**config.mk**
```make
export PLATFORM = sky130hd
export DESIGN_NAME = prg_controller
export DESIGN_NICKNAME = d
export VERILOG_FILES = /design/src/rtl/prg_controller.sv
export SDC_FILE = /design/constraint.sdc
export NUM_CORES = 1
export LEC_CHECK = 0
export BUFFER_PORTS_ARGS = -buffer_cell sky130_fd_sc_hd__clkbuf_2
export CELL_PAD_IN_SITES_DETAIL_PLACEMENT = 1
export CELL_PAD_IN_SITES_GLOBAL_PLACEMENT = 2
export CORE_MARGIN = 2
export CORE_UTILIZATION = 30
export DETAILED_ROUTE_END_ITERATION = 8
export GPL_TIMING_DRIVEN = 0
export PLACE_DENSITY_LB_ADDON = 0.1
export SLEW_MARGIN = 20
export SYNTH_ARGS = -nofsm -noshare
export SYNTH_HDL_FRONTEND = slang
export SYNTH_SLANG_ARGS = --single-unit
```
**constraint.sdc**
```tcl
create_clock -name clk -period 2.1 [get_ports clk]
set_clock_uncertainty 0.1 [all_clocks]
set_input_delay 0.315 -clock clk [delete_from_list [all_inputs] [get_ports clk]]
set_output_delay 0.315 -clock clk [all_outputs]
set_load 0.02 [all_outputs]
```
**src/rtl/prg_controller.sv**
```systemverilog
// prg_controller: serial code-RAM programming sequencer with pin synchronisers and core hold-off.
// Define PRG_VERIFY_EN to add a read-back verify step after every RAM write.
module prg_controller #(
    parameter int ADDR_W         = 8,
    parameter int DATA_W         = 8,
    parameter int SYNC_STAGES    = 2,
    parameter int RELEASE_CYCLES = 4
) (
    input  logic              clk,
    input  logic              nreset,
    input  logic              prg,
    input  logic              prg_din,
    input  logic              prg_shift_clk,
    input  logic              prg_latch,
    output logic              core_run,
    output logic              core_nreset,
    output logic              ram_write,
    output logic              ram_read,
    output logic              ram_sel,
    output logic [ADDR_W-1:0] ram_addr,
    output logic [DATA_W-1:0] ram_wdata,
    input  logic [DATA_W-1:0] ram_rdata,
    output logic              busy,
    output logic              err,
    output logic [ADDR_W:0]   word_count,
    output logic [DATA_W-1:0] checksum
);
    localparam int FRAME_W = ADDR_W + DATA_W;
    localparam int BCNT_W  = $clog2(FRAME_W + 1);
    localparam int CNT_W   = $clog2(RELEASE_CYCLES + 1);
    localparam int SYNC_W  = SYNC_STAGES * 4;

    typedef enum logic [2:0] {
        ST_RUN     = 3'd0,
        ST_LOAD    = 3'd1,
        ST_WRITE   = 3'd2,
`ifdef PRG_VERIFY_EN
        ST_VERIFY  = 3'd3,
`endif
        ST_RELEASE = 3'd4
    } state_t;

    logic [SYNC_W-1:0]  sync_r;
    logic               shift_prev_r, latch_prev_r;
    logic               prg_s, din_s, shift_sync_s, latch_sync_s, shift_edge_s, latch_edge_s;

    state_t             state_r, state_s;
    logic [CNT_W-1:0]   cnt_r, cnt_s;
    logic [FRAME_W-1:0] sr_r, sr_s;
    logic [BCNT_W-1:0]  bit_cnt_r, bit_cnt_s;
    logic               core_run_r, core_run_s, core_nreset_r, core_nreset_s;
    logic               ram_write_r, ram_write_s, ram_read_r, ram_read_s, ram_sel_r, ram_sel_s;
    logic [ADDR_W-1:0]  ram_addr_r, ram_addr_s;
    logic [DATA_W-1:0]  ram_wdata_r, ram_wdata_s, checksum_r, checksum_s;
    logic               busy_r, busy_s, err_r, err_s;
    logic [ADDR_W:0]    word_count_r, word_count_s;

    assign {prg_s, din_s, shift_sync_s, latch_sync_s} = sync_r[SYNC_W-1 -: 4];
    assign shift_edge_s = shift_sync_s & ~shift_prev_r;
    assign latch_edge_s = latch_sync_s & ~latch_prev_r;

    // Pin synchroniser chain plus previous-sample flops for rising-edge detection
    always_ff @(posedge clk or negedge nreset) begin
        if (!nreset) begin
            sync_r       <= {SYNC_W{1'b0}};
            shift_prev_r <= 1'b0;
            latch_prev_r <= 1'b0;
        end else begin
            sync_r       <= {sync_r[SYNC_W-5:0], prg, prg_din, prg_shift_clk, prg_latch};
            shift_prev_r <= shift_sync_s;
            latch_prev_r <= latch_sync_s;
        end
    end

    // FSM state and registered outputs
    always_ff @(posedge clk or negedge nreset) begin
        if (!nreset) begin
            state_r       <= ST_RELEASE;
            cnt_r         <= CNT_W'(RELEASE_CYCLES);
            sr_r          <= {FRAME_W{1'b0}};
            bit_cnt_r     <= {BCNT_W{1'b0}};
            core_run_r    <= 1'b0;
            core_nreset_r <= 1'b0;
            ram_write_r   <= 1'b0;
            ram_read_r    <= 1'b0;
            ram_sel_r     <= 1'b0;
            ram_addr_r    <= {ADDR_W{1'b0}};
            ram_wdata_r   <= {DATA_W{1'b0}};
            busy_r        <= 1'b0;
            err_r         <= 1'b0;
            word_count_r  <= {(ADDR_W+1){1'b0}};
            checksum_r    <= {DATA_W{1'b0}};
        end else begin
            state_r       <= state_s;
            cnt_r         <= cnt_s;
            sr_r          <= sr_s;
            bit_cnt_r     <= bit_cnt_s;
            core_run_r    <= core_run_s;
            core_nreset_r <= core_nreset_s;
            ram_write_r   <= ram_write_s;
            ram_read_r    <= ram_read_s;
            ram_sel_r     <= ram_sel_s;
            ram_addr_r    <= ram_addr_s;
            ram_wdata_r   <= ram_wdata_s;
            busy_r        <= busy_s;
            err_r         <= err_s;
            word_count_r  <= word_count_s;
            checksum_r    <= checksum_s;
        end
    end

    // Next-state and next-output logic; strobes default low, everything else holds
    always_comb begin
        state_s       = state_r;
        cnt_s         = cnt_r;
        sr_s          = sr_r;
        bit_cnt_s     = bit_cnt_r;
        core_run_s    = core_run_r;
        core_nreset_s = core_nreset_r;
        ram_write_s   = 1'b0;
        ram_read_s    = 1'b0;
        ram_sel_s     = ram_sel_r;
        ram_addr_s    = ram_addr_r;
        ram_wdata_s   = ram_wdata_r;
        busy_s        = busy_r;
        err_s         = err_r;
        word_count_s  = word_count_r;
        checksum_s    = checksum_r;
        case (state_r)
            ST_RUN: begin
                if (prg_s) begin
                    state_s       = ST_LOAD;
                    core_run_s    = 1'b0;
                    core_nreset_s = 1'b0;
                    busy_s        = 1'b1;
                    ram_sel_s     = 1'b1;
                    err_s         = 1'b0;
                    word_count_s  = {(ADDR_W+1){1'b0}};
                    checksum_s    = {DATA_W{1'b0}};
                    sr_s          = {FRAME_W{1'b0}};
                    bit_cnt_s     = {BCNT_W{1'b0}};
                end else begin
                    core_run_s    = 1'b1;
                    core_nreset_s = 1'b1;
                    ram_sel_s     = 1'b0;
                end
            end
            ST_LOAD: begin
                if (!prg_s) begin
                    state_s   = ST_RELEASE;
                    cnt_s     = CNT_W'(RELEASE_CYCLES);
                    ram_sel_s = 1'b0;
                    busy_s    = 1'b0;
                    err_s     = err_r | (bit_cnt_r != {BCNT_W{1'b0}});
                end else if (latch_edge_s) begin
                    // A coincident shift bit is dropped and the latch judged on the old count
                    if (bit_cnt_r == BCNT_W'(FRAME_W)) begin
                        state_s      = ST_WRITE;
                        ram_write_s  = 1'b1;
                        ram_addr_s   = sr_r[FRAME_W-1 -: ADDR_W];
                        ram_wdata_s  = sr_r[DATA_W-1:0];
                        word_count_s = word_count_r + {{ADDR_W{1'b0}}, 1'b1};
                        checksum_s   = checksum_r + sr_r[DATA_W-1:0];
                        bit_cnt_s    = {BCNT_W{1'b0}};
                        err_s        = err_r | shift_edge_s;
                    end else begin
                        err_s     = 1'b1;
                        sr_s      = {FRAME_W{1'b0}};
                        bit_cnt_s = {BCNT_W{1'b0}};
                    end
                end else if (shift_edge_s) begin
                    sr_s      = {sr_r[FRAME_W-2:0], din_s};
                    bit_cnt_s = (bit_cnt_r == BCNT_W'(FRAME_W)) ? bit_cnt_r
                                                                 : bit_cnt_r + {{(BCNT_W-1){1'b0}}, 1'b1};
                end else begin
                    sr_s = sr_r;
                end
            end
            ST_WRITE: begin
                err_s = err_r | shift_edge_s | latch_edge_s;
`ifdef PRG_VERIFY_EN
                state_s    = ST_VERIFY;
                ram_read_s = 1'b1;
                cnt_s      = {CNT_W{1'b0}};
`else
                state_s   = prg_s ? ST_LOAD : ST_RELEASE;
                ram_sel_s = prg_s;
                busy_s    = prg_s;
                cnt_s     = CNT_W'(RELEASE_CYCLES);
`endif
            end
`ifdef PRG_VERIFY_EN
            ST_VERIFY: begin
                // cnt_r marks the verify phase: 0 = read issued, 1 = read data valid
                if (cnt_r == {CNT_W{1'b0}}) begin
                    err_s = err_r | shift_edge_s | latch_edge_s;
                    cnt_s = {{(CNT_W-1){1'b0}}, 1'b1};
                end else begin
                    err_s     = err_r | shift_edge_s | latch_edge_s | (ram_rdata != ram_wdata_r);
                    state_s   = prg_s ? ST_LOAD : ST_RELEASE;
                    ram_sel_s = prg_s;
                    busy_s    = prg_s;
                    cnt_s     = CNT_W'(RELEASE_CYCLES);
                end
            end
`endif
            ST_RELEASE: begin
                if (cnt_r == {{(CNT_W-1){1'b0}}, 1'b1}) begin
                    state_s       = ST_RUN;
                    core_run_s    = 1'b1;
                    core_nreset_s = 1'b1;
                end else begin
                    cnt_s = cnt_r - {{(CNT_W-1){1'b0}}, 1'b1};
                end
            end
            default: begin
                state_s       = ST_RELEASE;
                cnt_s         = CNT_W'(RELEASE_CYCLES);
                core_run_s    = 1'b0;
                core_nreset_s = 1'b0;
                ram_sel_s     = 1'b0;
                busy_s        = 1'b0;
                err_s         = 1'b1;
            end
        endcase
    end

`ifndef PRG_VERIFY_EN
    logic unused_rdata_s;
    assign unused_rdata_s = ^ram_rdata;
`endif

    assign core_run    = core_run_r;
    assign core_nreset = core_nreset_r;
    assign ram_write   = ram_write_r;
    assign ram_read    = ram_read_r;
    assign ram_sel     = ram_sel_r;
    assign ram_addr    = ram_addr_r;
    assign ram_wdata   = ram_wdata_r;
    assign busy        = busy_r;
    assign err         = err_r;
    assign word_count  = word_count_r;
    assign checksum    = checksum_r;
endmodule

```
==> flow_summary.yaml <==
synth:
  synth-seq-cells: 75
  synth.avg_cell_area_um2: 9.55
  yosysUniqueCellTypes: 54
  synth-main-ff-cell: "dfrtp_1"
  synthesis.nets: 397
  syn_area_um2: 3530
  async_flop_share_pct: 100
  yosys_warnings: 0
  seq_area_frac_synth_pct: 53.2
  synth_edf_count: 0
  netlist_instances: 370
floorplan:
  die-height_um: 113
  initial_core_util_pct: 30.8
  dieArea_um2: 12700
  ios: 54
  rows: 39
  die_w_um: 113
  core_area_um2: 11500
critical_path:
  slowest_stage: "dfrtp_1"
  max_stage_delay_ns: 0.47
  path_max_fanout: 5
  worstPathRequired_ns: 2.25
  r2r-start: "sr_r[2]"
  crit_path_end_kind: "register"
  cp_cell_sequence: "ha_4 -> a21oi_2 -> a211oi_1 -> or3_1 -> and2_1 -> o211ai_1"
  r2r_end: "checksum[7]"
  critPathLaunch: "sr_r[2]"
  worst-setup-path-type: "reg2reg"
  crit_path_start_kind: "register"
  arrival_ns: 2.13
  critPathTopFamily: "simple AND/OR/NAND/NOR gates"
  critical_path_depth: 6
  rrSetupSlack_ns: 0.12
  ff2ff_path_depth: 6
  critical_path_buf_inv_count: 0
  crit_end: "checksum[7]"
placement:
  dp_cells: 557
  gp_congestion: 0.777
  io_buffers: 44
  hpwl_mm: 6.06
  dpl_cell_area_um2: 3940
finish:
  fillers: 1328
  antenna_cells: 0
  final_area_um2: 4440
  instances_no_fill: 585
  area_growth_pct: 25.6
  layout-drive-gt1-share_pct: 24.2
  finalNetCount: 464
global_route:
  overflow: 0
  grt_max_degree: 76
  grt_pass1_wl_mm: 15.6
  antenna_found_initial: 0
  grt_pass1_vias: 2991
  grt_usage_pct: 15.6
sta:
  max_freq_mhz: 505
  maxSlewViolCount: 0
  holdWs_ns: 0.246
  tightest_slew_ns: 0.630
  setup_violations: 0
  fin_crit_sh_pct: 94.4
  maxSlewHeadroom_pct: 58.0
  final_hold_viol_count: 0
  rsz0062_at_grt: "yes"
  min_period_ns: 1.98
run:
  maxCapViolCount: 0
power:
  p_leak_nw: 2.18
  ir_worst_vdd_mv: 0.604
  p_per_area_nw_per_um2: 923
clocking:
  cts_tree: "built"
  cts_max_path_buffers: 2
  cts_sinks: 75
  cts.htree.levels: 3
  clock_latency_ns: 0.34
  cts_buffers: 9
  root_buffer: "clkbuf_16"
  path_clk_slew_ns: 0.06
min_path:
  hp-class: "reg2reg"
routing:
  wire_per_inst_um: 15.5
  dr.pass1.iters: 4
  drc: 0
  drtIter0Drc: 94
  vias_per_cell: 4.84
  vias: 2829
  ant_nets: 0
  wl_mm: 9.07
status:
  status: "finished, final reports clean"
## how the worst min path moves through the flow
stage,end,depth (start not counted),from
floorplan,bit_cnt_r[0],0,nreset
global placement,sync_r[7],0,sync_r[3]
detailed placement,sync_r[7],0,sync_r[3]
CTS,sync_r[7],0,sync_r[3]
global route,sync_r[7],0,sync_r[3]
finish,sync_r[7],0,sync_r[3]
## final cells by class
| type | instances | area [um^2] | area share (%) |
|---|---|---|---|
| Buffer | 19 | 124 | 2.79 |
| Clock buffer | 12 | 246 | 5.55 |
| Clock inverter | 4 | 50.0 | 1.13 |
| Inverter | 12 | 45.0 | 1.01 |
| Multi-Input combinational cell | 263 | 1580 | 35.5 |
| Sequential cell | 75 | 1880 | 42.4 |
| Tap cell | 143 | 179 | 4.03 |
| Timing Repair Buffer | 57 | 339 | 7.64 |
## layer usage
| layer | wire, um | up-vias | GRT usage [%] |
|---|---|---|---|
| li1 | - | 1373 | - |
| met5 | 0 | - | 0 |
| met2 | 4380 | 40 | 26.5 |
| met1 | 4280 | 1408 | 19.3 |
| met3 | 299 | 8 | 5.02 |
| met4 | 109 | 0 | 4.15 |
## cells in the final DEF (no fill, tap or decap), types with 4 or more instances in the layout
master         netlist  routed
nand2_1            107     107
nand2b_1             7       7
o21ai_0             27      24
inv_1               11      10
nand4_1              7       7
clkbuf_16            0       9
buf_2                7       9
o21ai_1              4       6
clkbuf_1             8       4
buf_4                3      12
xor2_1               7       7
dfrtp_1             73      72
ha_1                12      10
dlygate4sd3_1        0       5
xnor2_1              6       6
a22o_1               5       5
nor2_1              17      17
nand3_1              7       7
a21oi_1              8       5
clkbuf_2             0      43
## worst register-to-register path, stage by stage, from the launching register on
cell and delay (ns):
dfrtp_1 0.47, ha_4 0.29, a21oi_2 0.18, a211oi_1 0.12, or3_1 0.37, and2_1 0.16
o211ai_1 0.20
## sequential cells by signal (all words and copies together) (netlist names)
register      count
core_nreset       1
ram_wdata         8
checksum          8
shift_prev_r      1
ram_write         1
cnt_r             3
bit_cnt_r         5
sync_r            8
ram_addr          8
latch_prev_r      1
err               1
word_count        9
state_r           3
ram_sel           1
sr_r             16
busy              1
## per-stage QoR
step | utilization (%) | TNS [ns] | setup WS (ns) | power (mW)
finish | 38.7 | 0 | 0.118 | 4.10
floorplan | - | 0 | 0.0225 | 2.26
global route | 38.7 | -0.0200 | -0.0148 | 4.34
detailed placement | 34.4 | -2.39 | -0.177 | 2.54
CTS | 38.0 | 0 | 0.0173 | 4.18
global placement | 34.3 | -19.20 | -0.251 | 2.52
## power breakdown
group	leakage, nW	switching, mW	internal (mW)	total, mW
combinational	1.04	0.567	0.331	0.899
sequential	1.00	0.0744	1.56	1.63
clock	0.139	0.615	0.952	1.57
total	2.18	1.26	2.84	4.10
## synth_stat cells (3+ instances only)
cell / count / area, um^2
clkbuf_1: 8 / 30.0
ha_1: 12 / 150
inv_1: 11 / 41.3
nor2_1: 17 / 63.8
xnor2_1: 6 / 52.6
xor2_1: 7 / 61.3
o21ai_0: 27 / 135
a21oi_1: 8 / 40.0
a22o_1: 5 / 43.8
buf_2: 7 / 35.0
nand2b_1: 7 / 43.8
and2_1: 3 / 18.8
nand3_1: 7 / 35.0
a21o_1: 4 / 30.0
nand4_1: 7 / 43.8
nand2_1: 107 / 402
dfrtp_1: 73 / 1830
buf_4: 3 / 22.5
o21ai_1: 4 / 20.0
a211oi_1: 3 / 22.5
## cell families after synthesis
| family | count (synthesis) | share of synthesized area (%) |
|---|---|---|
| simple gates | 165 | 20.9 |
| xor+xnor | 13 | 3.22 |
| compound gates | 68 | 12.5 |
| mux | 3 | 0.885 |
| flops | 75 | 53.2 |
| other cells | 1 | 0.106 |
| fa+ha+maj | 13 | 4.81 |
| buf+inv | 32 | 4.39 |
## repair_timing
item                                    CTS  global route
buffers inserted                          2             6
endpoints found under the setup margin   28            33
pin swaps                                 2             6
hold buffers                              5             0
gates resized for setup                  13            24
endpoints found under the hold margin    77             0
Note: power is estimated with default switching activity, not from simulation.
